$ cat src/rtl/inputc_vcn_if.sv
// ============================================================================
// Module      : inputc_vcn_if
// Description : Link-in and switch-side handshake bundle for inputc_vcn.
// Revision    : 1.0 - initial release
// ============================================================================
`default_nettype none

interface inputc_vcn_if #(
    parameter int VCH_N  = 2,
    parameter int DATA_W = 32
);
    localparam int VCH_W  = (VCH_N > 1) ? $clog2(VCH_N) : 1;
    localparam int PORT_W = 3;

    logic              in_valid;
    logic [VCH_W-1:0]  in_vch;
    logic [DATA_W-1:0] in_data;
    logic [VCH_N-1:0]  in_rdy;
    logic              req_o;
    logic [PORT_W-1:0] port_o;
    logic              lck_o;
    logic              grt_i;
    logic              out_valid;
    logic [VCH_W-1:0]  out_vch;
    logic [DATA_W-1:0] out_data;

    modport master (
        output in_valid, in_vch, in_data, grt_i,
        input  in_rdy, req_o, port_o, lck_o, out_valid, out_vch, out_data
    );

    modport slave (
        input  in_valid, in_vch, in_data, grt_i,
        output in_rdy, req_o, port_o, lck_o, out_valid, out_vch, out_data
    );
endinterface

`default_nettype wire

$ cat src/rtl/inputc_vcn.sv
// ============================================================================
// Module      : inputc_vcn
// Description : Router input channel with per-VC FIFOs, XY routing, wormhole
//               VC lock and round-robin VC selection. Optional per-VC pop
//               counters are built when NOC_INPUTC_STATS_EN is defined.
// Revision    : 1.0 - initial release
// ============================================================================
`default_nettype none

module inputc_vcn #(
    parameter int VCH_N   = 2,
    parameter int DEPTH   = 4,
    parameter int DATA_W  = 32,
    parameter int ARRAY_W = 2,
    parameter int PORT_N  = 5
) (
    input  wire logic                      clk,
    input  wire logic                      rst_n,
    inputc_vcn_if.slave                    bus,
    input  wire logic [ARRAY_W-1:0]        my_xpos,
    input  wire logic [ARRAY_W-1:0]        my_ypos,
    input  wire logic [PORT_N*VCH_N-1:0]   dn_rdy,
    output logic                           overflow_o,
    output logic [VCH_N*16-1:0]            flit_cnt_o
);
    localparam int VCH_W = (VCH_N > 1) ? $clog2(VCH_N) : 1;
    localparam int PTR_W = $clog2(DEPTH);
    localparam int CNT_W = PTR_W + 1;

    localparam logic [2:0] c_T_NONE     = 3'b000;
    localparam logic [2:0] c_T_HEAD     = 3'b001;
    localparam logic [2:0] c_T_TAIL     = 3'b011;
    localparam logic [2:0] c_T_HEADTAIL = 3'b100;

    typedef enum logic [0:0] {ST_FREE = 1'b0, ST_LOCKED = 1'b1} state_t;

    state_t            r_state, w_state_nx;
    logic [VCH_W-1:0]  r_lock_vc, w_lock_vc_nx;
    logic [VCH_W-1:0]  r_ptr, w_ptr_nx;
    logic [VCH_W-1:0]  w_sel, w_cand;
    logic              w_found, w_req, w_pop;
    logic [2:0]        w_pop_type;
    logic [DATA_W-1:0] w_head [VCH_N];
    logic [2:0]        w_route [VCH_N];
    logic [VCH_N-1:0]  w_elig, w_wr, w_rd, w_full_hit, w_in_rdy;
    logic [2:0]        w_in_type;

    logic              r_out_valid, r_ovf;
    logic [VCH_W-1:0]  r_out_vch;
    logic [DATA_W-1:0] r_out_data;

    assign w_in_type = bus.in_data[DATA_W-1 -: 3];

    for (genvar v = 0; v < VCH_N; v++) begin : g_vc
        logic [DATA_W-1:0] r_mem [DEPTH];
        logic [PTR_W-1:0]  r_wptr, r_rptr;
        logic [CNT_W-1:0]  r_cnt;
        logic              r_rdy, r_rvld;
        logic [2:0]        r_route, w_xy, w_htype;
        logic [PORT_N-1:0] w_dn_sel;
        logic              w_sel_vc, w_nz;
        logic [ARRAY_W-1:0] w_dx, w_dy;

        for (genvar p = 0; p < PORT_N; p++) begin : g_dn
            assign w_dn_sel[p] = dn_rdy[p*VCH_N+v];
        end

        assign w_sel_vc      = bus.in_valid && (bus.in_vch == VCH_W'(v)) && (w_in_type != c_T_NONE);
        assign w_wr[v]       = w_sel_vc && (r_cnt < CNT_W'(DEPTH));
        // A same-cycle pop does not free a slot for a write to a full FIFO.
        assign w_full_hit[v] = w_sel_vc && (r_cnt == CNT_W'(DEPTH));
        assign w_rd[v]       = w_pop && (w_sel == VCH_W'(v));
        assign w_nz          = (r_cnt != '0);
        assign w_head[v]     = r_mem[r_rptr];
        assign w_htype       = r_mem[r_rptr][DATA_W-1 -: 3];
        assign w_route[v]    = r_route;
        assign w_elig[v]     = w_nz && r_rvld && w_dn_sel[r_route];
        assign w_in_rdy[v]   = r_rdy;
        assign w_dx          = r_mem[r_rptr][2*ARRAY_W-1:ARRAY_W];
        assign w_dy          = r_mem[r_rptr][ARRAY_W-1:0];

        always_comb begin
            w_xy = 3'd0;
            if (w_dx > my_xpos)      w_xy = 3'd2;
            else if (w_dx < my_xpos) w_xy = 3'd4;
            else if (w_dy > my_ypos) w_xy = 3'd3;
            else if (w_dy < my_ypos) w_xy = 3'd1;
        end

        always_ff @(posedge clk) begin
            if (w_wr[v]) r_mem[r_wptr] <= bus.in_data;
        end

        always_ff @(posedge clk or negedge rst_n) begin
            if (!rst_n) begin
                r_wptr  <= '0;
                r_rptr  <= '0;
                r_cnt   <= '0;
                r_rdy   <= 1'b1;
                r_rvld  <= 1'b0;
                r_route <= 3'd0;
            end else begin
                if (w_wr[v]) r_wptr <= r_wptr + PTR_W'(1);
                if (w_rd[v]) r_rptr <= r_rptr + PTR_W'(1);
                case ({w_wr[v], w_rd[v]})
                    2'b10:   r_cnt <= r_cnt + CNT_W'(1);
                    2'b01:   r_cnt <= r_cnt - CNT_W'(1);
                    default: r_cnt <= r_cnt;
                endcase
                r_rdy <= (r_cnt < CNT_W'(DEPTH));
                if (w_rd[v] && (w_htype == c_T_TAIL || w_htype == c_T_HEADTAIL)) begin
                    r_rvld <= 1'b0;
                end else if (!r_rvld && w_nz && (w_htype == c_T_HEAD || w_htype == c_T_HEADTAIL)) begin
                    r_rvld  <= 1'b1;
                    r_route <= w_xy;
                end
            end
        end

`ifdef NOC_INPUTC_STATS_EN
        logic [15:0] r_flit_cnt;
        always_ff @(posedge clk or negedge rst_n) begin
            if (!rst_n)       r_flit_cnt <= '0;
            else if (w_rd[v]) r_flit_cnt <= r_flit_cnt + 16'd1;
        end
        assign flit_cnt_o[v*16 +: 16] = r_flit_cnt;
`else
        assign flit_cnt_o[v*16 +: 16] = 16'd0;
`endif
    end

    // Locked VC keeps the switch; otherwise first eligible VC from r_ptr.
    always_comb begin
        w_sel   = '0;
        w_cand  = '0;
        w_found = 1'b0;
        if (r_state == ST_LOCKED) begin
            w_sel = r_lock_vc;
        end else begin
            for (int i = 0; i < VCH_N; i++) begin
                w_cand = VCH_W'((int'(r_ptr) + i) % VCH_N);
                if (!w_found && w_elig[w_cand]) begin
                    w_sel   = w_cand;
                    w_found = 1'b1;
                end
            end
        end
    end

    assign w_req      = w_elig[w_sel];
    assign w_pop      = w_req && bus.grt_i;
    assign w_pop_type = w_head[w_sel][DATA_W-1 -: 3];

    always_comb begin
        w_state_nx   = r_state;
        w_lock_vc_nx = r_lock_vc;
        w_ptr_nx     = r_ptr;
        if (w_pop) begin
            if (w_pop_type == c_T_HEAD) begin
                w_state_nx   = ST_LOCKED;
                w_lock_vc_nx = w_sel;
            end else if (w_pop_type == c_T_TAIL || w_pop_type == c_T_HEADTAIL) begin
                w_state_nx = ST_FREE;
                w_ptr_nx   = (w_sel == VCH_W'(VCH_N-1)) ? '0 : w_sel + VCH_W'(1);
            end
        end
    end

    always_ff @(posedge clk or negedge rst_n) begin
        if (!rst_n) begin
            r_state     <= ST_FREE;
            r_lock_vc   <= '0;
            r_ptr       <= '0;
            r_out_valid <= 1'b0;
            r_out_vch   <= '0;
            r_out_data  <= '0;
            r_ovf       <= 1'b0;
        end else begin
            r_state     <= w_state_nx;
            r_lock_vc   <= w_lock_vc_nx;
            r_ptr       <= w_ptr_nx;
            r_out_valid <= w_pop;
            r_ovf       <= |w_full_hit;
            if (w_pop) begin
                r_out_vch  <= w_sel;
                r_out_data <= w_head[w_sel];
            end
        end
    end

    assign bus.in_rdy    = w_in_rdy;
    assign bus.req_o     = w_req;
    assign bus.port_o    = w_req ? w_route[w_sel] : 3'd0;
    assign bus.lck_o     = (r_state == ST_LOCKED);
    assign bus.out_valid = r_out_valid;
    assign bus.out_vch   = r_out_vch;
    assign bus.out_data  = r_out_data;
    assign overflow_o    = r_ovf;
endmodule

`default_nettype wire

$ cat src/flat_wrapper.sv
// flat-port wrapper written by rule: the top's interface ports become plain ports
module inputc_vcn_flat 
#(
    parameter int VCH_N   = 2,
    parameter int DEPTH   = 4,
    parameter int DATA_W  = 32,
    parameter int ARRAY_W = 2,
    parameter int PORT_N  = 5
)
  (clk, rst_n, my_xpos, my_ypos, dn_rdy, overflow_o, flit_cnt_o, bus_in_valid, bus_in_vch, bus_in_data, bus_grt_i, bus_in_rdy, bus_req_o, bus_port_o, bus_lck_o, bus_out_valid, bus_out_vch, bus_out_data);
  inputc_vcn_if #(.VCH_N(VCH_N), .DATA_W(DATA_W)) bus_i ();
  input  wire logic clk;
  input  wire logic rst_n;
  input  wire logic [ARRAY_W-1:0] my_xpos;
  input  wire logic [ARRAY_W-1:0] my_ypos;
  input  wire logic [PORT_N*VCH_N-1:0] dn_rdy;
  output logic overflow_o;
  output logic [VCH_N*16-1:0] flit_cnt_o;
  input wire logic [$bits(bus_i.in_valid)-1:0] bus_in_valid;
  input wire logic [$bits(bus_i.in_vch)-1:0] bus_in_vch;
  input wire logic [$bits(bus_i.in_data)-1:0] bus_in_data;
  input wire logic [$bits(bus_i.grt_i)-1:0] bus_grt_i;
  output wire logic [$bits(bus_i.in_rdy)-1:0] bus_in_rdy;
  output wire logic [$bits(bus_i.req_o)-1:0] bus_req_o;
  output wire logic [$bits(bus_i.port_o)-1:0] bus_port_o;
  output wire logic [$bits(bus_i.lck_o)-1:0] bus_lck_o;
  output wire logic [$bits(bus_i.out_valid)-1:0] bus_out_valid;
  output wire logic [$bits(bus_i.out_vch)-1:0] bus_out_vch;
  output wire logic [$bits(bus_i.out_data)-1:0] bus_out_data;
  assign bus_i.in_valid = bus_in_valid;
  assign bus_i.in_vch = bus_in_vch;
  assign bus_i.in_data = bus_in_data;
  assign bus_i.grt_i = bus_grt_i;
  assign bus_in_rdy = bus_i.in_rdy;
  assign bus_req_o = bus_i.req_o;
  assign bus_port_o = bus_i.port_o;
  assign bus_lck_o = bus_i.lck_o;
  assign bus_out_valid = bus_i.out_valid;
  assign bus_out_vch = bus_i.out_vch;
  assign bus_out_data = bus_i.out_data;
  inputc_vcn #(.VCH_N(VCH_N), .DEPTH(DEPTH), .DATA_W(DATA_W), .ARRAY_W(ARRAY_W), .PORT_N(PORT_N)) u_core (.clk(clk), .rst_n(rst_n), .bus(bus_i), .my_xpos(my_xpos), .my_ypos(my_ypos), .dn_rdy(dn_rdy), .overflow_o(overflow_o), .flit_cnt_o(flit_cnt_o));
endmodule
$ cat config.mk
export PLATFORM = sky130hd
export DESIGN_NAME = inputc_vcn_flat
export DESIGN_NICKNAME = d
export VERILOG_FILES = /design/src/rtl/inputc_vcn_if.sv /design/src/rtl/inputc_vcn.sv /design/src/flat_wrapper.sv
export SDC_FILE = /design/constraint.sdc
export NUM_CORES = 1
export LEC_CHECK = 0
export CAP_MARGIN = 20
export CORE_ASPECT_RATIO = 0.9
export CORE_UTILIZATION = 44
export DETAILED_ROUTE_END_ITERATION = 10
export HOLD_SLACK_MARGIN = 0.05
export PLACE_DENSITY = 0.62
export SLEW_MARGIN = 25
export SYNTH_ARGS = -nofsm -noshare
export SYNTH_HDL_FRONTEND = slang
export SYNTH_SLANG_ARGS = --single-unit
export TNS_END_PERCENT = 30
$ cat constraint.sdc
create_clock -name clk -period 4.1 [get_ports clk]
set_input_delay 0.82 -clock clk [delete_from_list [all_inputs] [get_ports clk]]
set_output_delay 0.82 -clock clk [all_outputs]
set_load 0.01 [all_outputs]
==> run_results.csv, run 1 <==
group,metric,value,unit
status,status,"finished clean",
logic_synthesis,synth.avg_cell_area,18.1,um2
floorplan,dieArea,29900,um2
run,cap_violations,0,
floorplan,ios,125,
worst_setup_path,end_kind,"output port",
placement,hpwl,16100,um
route,ant_nets,0,
worst_setup_path,cp.required,3.28,ns
global_route,grt_pass1_vias,6932,
cts,clk_latency,0.51,ns
cells_and_area,nNetsFinal,910,
route,vias,6589,
cts,root_buffer,"clkbuf_16",
worst_setup_path,r2r_slack,1.13,ns
logic_synthesis,synth.most_common_cell,"edfxtp_1",
cts,clock-sinks,318,
worst_setup_path,cp_num_buf_inv,2,
worst_setup_path,cp_data_arrival_time,3.02,ns
pwr,p_int,7.38,mW
worst_setup_path,critPathSlowestCell,"clkdlybuf4s50_1",
route,avgViaCountPerCell,5.37,
worst_setup_path,crit_path_end,"bus_port_o[1]",
cts,cts_tree,"built",
pwr,swShare,0.301,
logic_synthesis,synth_largest_area_cell,"edfxtp_1",
worst_setup_path,timing_worst_setup_path_type,"input pin to output port",
pwr,switchingPower,3.18,mW
logic_synthesis,ys_seq_elements,318,
worst_setup_path,r2r_start,"u_core.g_vc[0].r_route[0]",
sta,rsz0062_at_grt,"no",
logic_synthesis,synth_cell_types,51,
floorplan,die-height,164,um
sta,final-setup-viol-count,0,
cts,post_cts_buffers,0,
worst_setup_path,cpMostUsedCell,"clkdlybuf4s50_1",
logic_synthesis,synthTopCellsByCount,"edfxtp_1 (256), mux4_2 (64), dfrtp_1 (60), nand2_1 (49), o21ai_0 (39)",
sta,period_needed,3.84,ns
sta,worstMarginPinSlew,0.924,ns
worst_setup_path,path_delay_family,"buffers and inverters",
cts,cts_resized,0,
logic_synthesis,async_flop_share,0.195,
pwr,p_clk_frac,0.291,
global_route,gr-total-overflow,0,
floorplan,die_w,182,um
logic_synthesis,synthFlopType,"edfxtp_1",
worst_setup_path,path_max_fanout,7,
cells_and_area,drive_gt1_frac,0.196,
worst_hold_path,hold_class,"input pin to async pin",
worst_setup_path,startpoint_type,"input pin",
cts,hold_buffers,0,
logic_synthesis,synth.cell_area,12800,um2
route,drt-initial-drc-count,568,
global_route,grt_usage,0.183,
sta,tns,0,ns
pwr,ir_drop,346,uV
route,firstDrtPassIters,5,
sta,clock.fmax,260,MHz
global_route,grt_first_pass_wirelength,40600,um
worst_setup_path,crit_chain,"clkdlybuf4s50_1 > nor4bb_1 > o211ai_1 > o22ai_4 > mux2i_1 > nor2_1 > clkdlybuf4s50_1",
pwr,power.density,687,nW/um2
cts,h-tree-depth,2,
floorplan,initial_utilization,0.454,
worst_setup_path,rr_worst_depth,8,
cts,path_clk_slew,0.06,ns
floorplan,rows,58,
logic_synthesis,synthCells,710,
pwr,seqPwrFrac,0.408,
logic_synthesis,synth-edff-count,256,
placement,io_buffers,92,
route,routed_wl,26100,um
logic_synthesis,synth.top_cell.area_share,0.598,
floorplan,core,28300,um2
cts,max-clock-path-buffers,3,
logic_synthesis,ys_top_cells_by_area,"edfxtp_1 (60%), dfrtp_1 (12%), mux4_2 (11%), mux2i_1 (2.9%), buf_4 (2.0%)",
pwr,power_frac_comb,0.301,
cts,cts_made_buffers,35,
worst_setup_path,worst-path-stages,7,
route,drcViolationCount,0,
pwr,p_leak,5.43,nW
sta,period_share,0.936,
sta,final_max_slew_viol_count,0,
worst_setup_path,crit_start,"dn_rdy[9]",
cells_and_area,syn_to_final_growth,19.7,%
worst_setup_path,rr_endpoint,"u_core.r_lock_vc",
route,wl_per_cell,21.3,um
logic_synthesis,yosysWarnings,0,
global_route,antenna_found_initial,1,
placement,place_congestion,0.807,
global_route,grt_max_degree,56,
sta,skew,0.0139,ns
sta,timing.slew.headroom,0.384,
cells_and_area,n_antenna_cell,0,
sta,hold_viol,0,
logic_synthesis,ys_seq_area_frac,0.719,
sta,holdWs,0.410,ns
worst_setup_path,critPathMaxStageDelay,0.48,ns
cells_and_area,fin_util,0.543,
## cells in the final DEF (no fill, tap or decap), drive strengths merged, types with 2 or more instances in the layout
cell,Yosys,layout
o211ai,2,2
o21ai,41,41
buf,45,31
ha,18,18
xnor2,9,9
edfxtp,256,256
mux4,64,64
o41ai,3,3
a21oi,8,8
and2,8,8
nand2b,3,3
a311oi,3,3
dfrtp,60,60
xor2,3,3
nor2,10,10
clkinv,0,8
clkbuf,16,51
o31ai,2,2
bufinv,0,2
nand2,49,49
mux2i,37,37
dfstp,2,2
clkdlybuf4s50,0,91
inv,31,33
conb,1,32
o22ai,3,3
a211oi,4,4
mux2,6,6
fa,2,2
a21o,2,2
nor2b,7,7
## power groups by stage
stage	combinational (mW)	sequential (mW)	clock, mW
detailed placement	3.22	4.38	0
finish	3.18	4.31	3.07
floorplan	2.13	4.27	0
global route	3.50	4.37	3.27
global placement	3.15	4.35	0
CTS	3.23	4.32	3.14
## cell families after synthesis
logic type / after synthesis / synth area share
xor gates and xnor gates: 12 / 0.00818
DFF: 318 / 0.719
and+or+nand+nor: 85 / 0.0308
other: 1 / 0.000292
adders and majority gates: 20 / 0.0206
AOI/OAI and AO/OA: 75 / 0.0363
muxes: 107 / 0.146
buffers and inverters: 92 / 0.0382
## sequential cells by signal, summed over array words and instances, names as in the netlist
| name | cells |
|---|---|
| u_core.bus.lck_o | 1 |
| u_core.bus.out_data | 32 |
| u_core.bus.out_valid | 1 |
| u_core.bus.out_vch | 1 |
| u_core.g_vc.r_cnt | 6 |
| u_core.g_vc.r_mem | 256 |
| u_core.g_vc.r_rdy | 2 |
| u_core.g_vc.r_route | 6 |
| u_core.g_vc.r_rptr | 4 |
| u_core.g_vc.r_rvld | 2 |
| u_core.g_vc.r_wptr | 4 |
| u_core.overflow_o | 1 |
| u_core.r_lock_vc | 1 |
| u_core.r_ptr | 1 |
## worst reg2reg max path: cells and delay by family, from the launching register on
kind            cells  cell delay, ns
compound gates      5            1.14
mux                 2            0.78
buf+inv             1            0.55
flops               1            0.44
## routing by layer
metal | global-route usage | vias to the layer above | share of wire
met5 | 0 | - | 0.00050
met1 | 0.248 | 3359 | 0.44
li1 | - | 2936 | -
met4 | 0.0577 | 2 | 0.021
met3 | 0.0381 | 46 | 0.062
met2 | 0.299 | 246 | 0.48
## per-stage QoR
stage | setup WS (ns) | total power, mW | instances | cell area, um2
after detailed placement | 0.289 | 7.60 | 1162 | 14200
final | 0.261 | 10.6 | 1226 | 15400
after global routing | 0.151 | 11.1 | 1226 | 15400
after CTS | 0.267 | 10.7 | 1226 | 15400
after global placement | 0.371 | 7.50 | 1162 | 14200
after floorplan | 1.10 | 6.40 | 741 | 13000
## worst min-delay path by stage
stage	end	cells past startpoint	slack [ns]
6_report	u_core.g_vc[0].r_cnt[1]	1	0.41
5_1_grt	u_core.g_vc[1].r_route[1]	1	0.46
4_1_cts	u_core.g_vc[0].r_cnt[1]	1	0.42
3_5_place_dp	u_core.bus.out_data[29]	2	0.47
3_3_place_gp	u_core.bus.out_data[24]	2	0.46
2_1_floorplan	u_core.g_vc[1].r_rdy	1	0.43
## cell type report
class	instances	area, um2
flip-flops and latches	318	9240
inverters	31	116
clock inverters	13	134
fillers	2240	12900
well taps	360	450
clock buffers	51	1020
repair buffers	122	1170
multi-input cells	331	3250
Note: power is estimated with default switching activity, not from simulation.
==> run 2, diff against run 1 <==
clock period = 4.95 ns   (was 4.1 ns; I/O delays follow)
==> run_results.csv, run 2 (synthesis results as in run 1) <==
group,metric,value,unit
status,status,"finished clean",
cells_and_area,layout_common_cells,"edfxtp_1 (256), clkdlybuf4s50_1 (91), mux4_2 (64)",
run,cap_violations,0,
cts,path_clk_slew,0.06,ns
cells_and_area,nFillCells,2254,
worst_setup_path,timing_worst_setup_path_type,"input pin to output port",
floorplan,core,28300,um2
global_route,grt_first_pass_wirelength,40500,um
cells_and_area,top_register,"u_core.g_vc.r_mem",
route,firstDrtPassIters,4,
worst_setup_path,rr_endpoint,"u_core.g_vc[0].r_cnt[2]",
placement,placed_area,14200,um2
worst_setup_path,path_delay_family,"buffers and inverters",
cts,clk_latency,0.51,ns
cells_and_area,largest_reg_flops,256,
cts,cts_tree,"built",
cells_and_area,n_antenna_cell,0,
cells_and_area,nNetsFinal,901,
worst_setup_path,rr_worst_depth,11,
cts,clock-sinks,318,
sta,worstMarginPinSlew,0.983,ns
route,drt-initial-drc-count,392,
worst_setup_path,cp_data_arrival_time,3.20,ns
route,avgViaCountPerCell,5.33,
sta,period_share,0.846,
cts,max-clock-path-buffers,3,
cts,cts_made_buffers,35,
floorplan,ios,125,
worst_hold_path,hold_class,"input pin to async pin",
sta,period_needed,4.19,ns
cells_and_area,syn_to_final_growth,19.0,%
sta,final_max_slew_viol_count,0,
route,drcViolationCount,0,
placement,place_congestion,0.765,
cells_and_area,final_area,15300,um2
worst_setup_path,r2r_slack,1.58,ns
pwr,ir_drop,352,uV
cts,hold_buffers,0,
floorplan,rows,58,
worst_setup_path,cp_num_buf_inv,2,
worst_setup_path,cp.required,3.96,ns
pwr,power.density,567,nW/um2
global_route,grt_max_degree,41,
global_route,gr-total-overflow,0,
placement,hpwl,16200,um
cells_and_area,mostFrequentLayoutCell,"edfxtp_1",
worst_setup_path,critPathMaxStageDelay,0.56,ns
sta,clock.fmax,239,MHz
worst_setup_path,cpMostUsedCell,"clkdlybuf4s50_1",
worst_setup_path,crit_chain,"clkdlybuf4s50_1 > nor4bb_1 > o211ai_1 > o22ai_4 > mux2i_1 > nor2_1 > clkdlybuf4s50_1",
cts,cts_resized,0,
worst_setup_path,r2r_start,"u_core.g_vc[1].r_route[0]",
floorplan,initial_utilization,0.454,
sta,hold_viol,0,
worst_setup_path,path_max_fanout,5,
floorplan,dieArea,29900,um2
route,wl_per_cell,21.7,um
route,ant_nets,0,
sta,tns,0,ns
cts,root_buffer,"clkbuf_16",
placement,io_buffers,92,
worst_setup_path,critPathSlowestCell,"clkdlybuf4s50_1",
global_route,grt_pass1_vias,6800,
cells_and_area,drive_gt1_frac,0.186,
sta,skew,0.0158,ns
sta,timing.slew.headroom,0.345,
cells_and_area,regArea,9250,um2
sta,final-setup-viol-count,0,
sta,rsz0062_at_grt,"no",
cts,post_cts_buffers,0,
pwr,p_leak,5.35,nW
route,routed_wl,26400,um
route,vias,6489,
floorplan,die-height,164,um
cells_and_area,multi_input_area,3250,um2
global_route,antenna_found_initial,0,
worst_setup_path,startpoint_type,"input pin",
global_route,grt_usage,0.184,
worst_setup_path,end_kind,"output port",
cts,h-tree-depth,2,
floorplan,die_w,182,um
[run 2: power breakdown]
group | switching (mW) | total [mW] | internal (mW) | leakage [nW]
logic | 1.25 | 2.54 | 1.29 | 1.76
clock network | 1.01 | 2.48 | 1.47 | 0.532
registers | 0.366 | 3.64 | 3.27 | 3.06
[run 2: stage by stage]
step | instances | util | power, mW | setup WS [ns] | hold WS, ns
detailed placement | 1153 | 0.501 | 6.27 | 0.645 | 0.469
global placement | 1153 | 0.501 | 6.20 | 0.843 | 0.463
global route | 1217 | 0.540 | 9.12 | 0.563 | 0.513
floorplan | 741 | - | 5.30 | 1.61 | 0.428
CTS | 1217 | 0.540 | 8.77 | 0.761 | 0.482
finish | 1217 | 0.540 | 8.67 | 0.760 | 0.479
[run 2: how the worst max path moves through the flow]
stage,slack [ns],cells after the start,endpoint,start
3_3_place_gp,0.84,10,u_core.g_vc[0].r_cnt[1],dn_rdy[9]
2_1_floorplan,1.61,7,bus_port_o[0],dn_rdy[6]
6_report,0.76,7,bus_port_o[2],dn_rdy[9]
3_5_place_dp,0.65,12,u_core.g_vc[0].r_cnt[2],dn_rdy[9]
4_1_cts,0.76,7,bus_port_o[2],dn_rdy[9]
5_1_grt,0.56,7,bus_port_o[2],dn_rdy[9]
[run 2: area by class of cell]
type                            count  area share
Inverter                           31     0.00761
Tap cell                          360      0.0295
Sequential cell                   318       0.605
Timing Repair Buffer              113      0.0736
Multi-Input combinational cell    331       0.212
Clock inverter                     16     0.00974
Clock buffer                       48      0.0625
[run 2: metal layers]
| metal | vias up | track usage | wire (um) |
|---|---|---|---|
| met4 | 0 | 0.0512 | 457 |
| met5 | - | 0 | 0 |
| li1 | 2918 | - | - |
| met2 | 187 | 0.313 | 13200 |
| met1 | 3348 | 0.246 | 11600 |
| met3 | 36 | 0.0308 | 1160 |
==> run 3, diff against run 2 <==
PLACE_DENSITY = 0.65   (was 0.62)
clock period = 3.7 ns   (was 4.95 ns; I/O delays follow)
==> run_results.csv, run 3 (synthesis results as in run 1) <==
group,metric,value,unit
sta,worstMarginPinSlew,0.869,ns
global_route,grt_usage,0.178,
run,cap_violations,0,
cells_and_area,layout_common_cells,"edfxtp_1 (256), clkdlybuf4s50_1 (91), mux4_2 (64)",
cells_and_area,final_area,15300,um2
placement,place_congestion,0.800,
cells_and_area,nFillCells,2190,
status,status,"finished clean",
worst_setup_path,end_kind,"output port",
route,firstDrtPassIters,4,
route,drcViolationCount,0,
worst_setup_path,critPathSlowestCell,"clkdlybuf4s50_1",
placement,io_buffers,92,
worst_setup_path,crit_chain,"clkdlybuf4s50_1 > nor4bb_1 > o211ai_1 > o22ai_4 > mux2i_1 > nor2_1 > clkdlybuf4s50_1",
cells_and_area,mostFrequentLayoutCell,"edfxtp_1",
worst_setup_path,cp_data_arrival_time,2.85,ns
sta,skew,0.00781,ns
cells_and_area,multi_input_area,3260,um2
cells_and_area,largest_reg_flops,256,
worst_setup_path,startpoint_type,"input pin",
placement,placed_area,14100,um2
worst_setup_path,critPathMaxStageDelay,0.47,ns
cells_and_area,syn_to_final_growth,18.8,%
cells_and_area,regArea,9240,um2
cts,cts_made_buffers,31,
sta,final-setup-viol-count,0,
floorplan,ios,125,
global_route,grt_max_degree,36,
cells_and_area,n_antenna_cell,0,
sta,tns,0,ns
cells_and_area,nNetsFinal,895,
cts,hold_buffers,0,
cts,root_buffer,"clkbuf_16",
route,ant_nets,0,
cells_and_area,drive_gt1_frac,0.187,
pwr,ir_drop,463,uV
sta,rsz0062_at_grt,"no",
route,avgViaCountPerCell,5.35,
pwr,power.density,765,nW/um2
pwr,seqPwrFrac,0.412,
cts,clock-sinks,318,
sta,holdWs,0.300,ns
cts,h-tree-depth,1,
cts,max-clock-path-buffers,3,
sta,timing.slew.headroom,0.420,
cells_and_area,stdcell_count,1209,
placement,pre_cts_ws,0.0749,ns
worst_setup_path,path_delay_family,"buffers and inverters",
floorplan,initial_utilization,0.454,
placement,placed_cells,1151,
pwr,power_frac_comb,0.297,
pwr,switchingPower,3.47,mW
sta,period_needed,3.59,ns
cells_and_area,top_register,"u_core.g_vc.r_mem",
global_route,gr-total-overflow,0,
floorplan,die-height,164,um
sta,hold_viol,0,
worst_setup_path,path_max_fanout,4,
floorplan,core,28300,um2
global_route,grt_first_pass_wirelength,39800,um
worst_setup_path,r2r_slack,0.81,ns
placement,hpwl,15400,um
sta,period_share,0.970,
worst_setup_path,cp_num_buf_inv,2,
worst_setup_path,timing_worst_setup_path_type,"input pin to output port",
pwr,p_int,8.22,mW
cts,cts_resized,0,
worst_setup_path,cp.required,2.96,ns
worst_setup_path,cpMostUsedCell,"clkdlybuf4s50_1",
pwr,p_clk_frac,0.291,
floorplan,rows,58,
route,drt-initial-drc-count,486,
global_route,grt_pass1_vias,6769,
global_route,antenna_found_initial,1,
pwr,p_leak,5.34,nW
sta,final_max_slew_viol_count,0,
cts,clk_latency,0.55,ns
pwr,swShare,0.297,
cts,post_cts_buffers,0,
route,routed_wl,25800,um
sta,clock.fmax,279,MHz
cts,cts_tree,"built",
floorplan,die_w,182,um
floorplan,dieArea,29900,um2
sta,setup_slack,0.112,ns
route,vias,6464,
cts,path_clk_slew,0.06,ns
route,wl_per_cell,21.3,um
worst_hold_path,hold_class,"input pin to async pin",
[run 3: cell count changes in the layout (fill, tap and decap cells not counted), sizes merged]
cell and delta:
buf -2, inv +1, bufinv +5, clkinvlp +3, clkinv -6, clkbuf -9
[run 3: area by class of cell]
class                           count  area share
Inverter                           31     0.00762
Clock inverter                     19      0.0192
Multi-Input combinational cell    331       0.213
Clock buffer                       39      0.0547
Timing Repair Buffer              111      0.0701
Tap cell                          360      0.0295
Sequential cell                   318       0.605
[run 3: power by group through the flow]
stage / clock network [mW] / logic, mW / registers (mW)
floorplan: 0 / 2.36 / 4.73
CTS: 3.46 / 3.53 / 4.84
global route: 3.59 / 3.80 / 4.89
finish: 3.40 / 3.47 / 4.81
detailed placement: 0 / 3.51 / 4.91
global placement: 0 / 3.43 / 4.87
[run 3: metrics by stage]
step / power (mW) / utilization
3_3_place_gp: 8.30 / 0.499
2_1_floorplan: 7.09 / -
3_5_place_dp: 8.42 / 0.499
4_1_cts: 11.8 / 0.539
5_1_grt: 12.3 / 0.539
6_report: 11.7 / 0.539
[run 3: path summary, 6_finish.rpt]
path | from | end | cells past startpoint
worst min register to register | u_core.bus.out_data[1] | u_core.bus.out_data[1] | 2
worst min-delay path | rst_n | u_core.overflow_o | 1
worst max-delay path | dn_rdy[9] | bus_port_o[2] | 7
worst max register to register | u_core.g_vc[1].r_route[1] | u_core.g_vc[1].r_cnt[2] | 12
min in group clk | u_core.bus.out_data[1] | u_core.bus.out_data[1] | 2
max in group asynchronous | rst_n | u_core.bus.out_data[9] | 2
[run 3: metal layers]
layer / wire length (um) / vias to the layer above / share of wire / global-route usage
met2: 12600 / 198 / 0.49 / 0.305
met3: 1390 / 29 / 0.054 / 0.0319
met5: 12 / - / 0.00047 / 0
li1: - / 2913 / - / -
met4: 332 / 2 / 0.013 / 0.0332
met1: 11400 / 3322 / 0.44 / 0.241
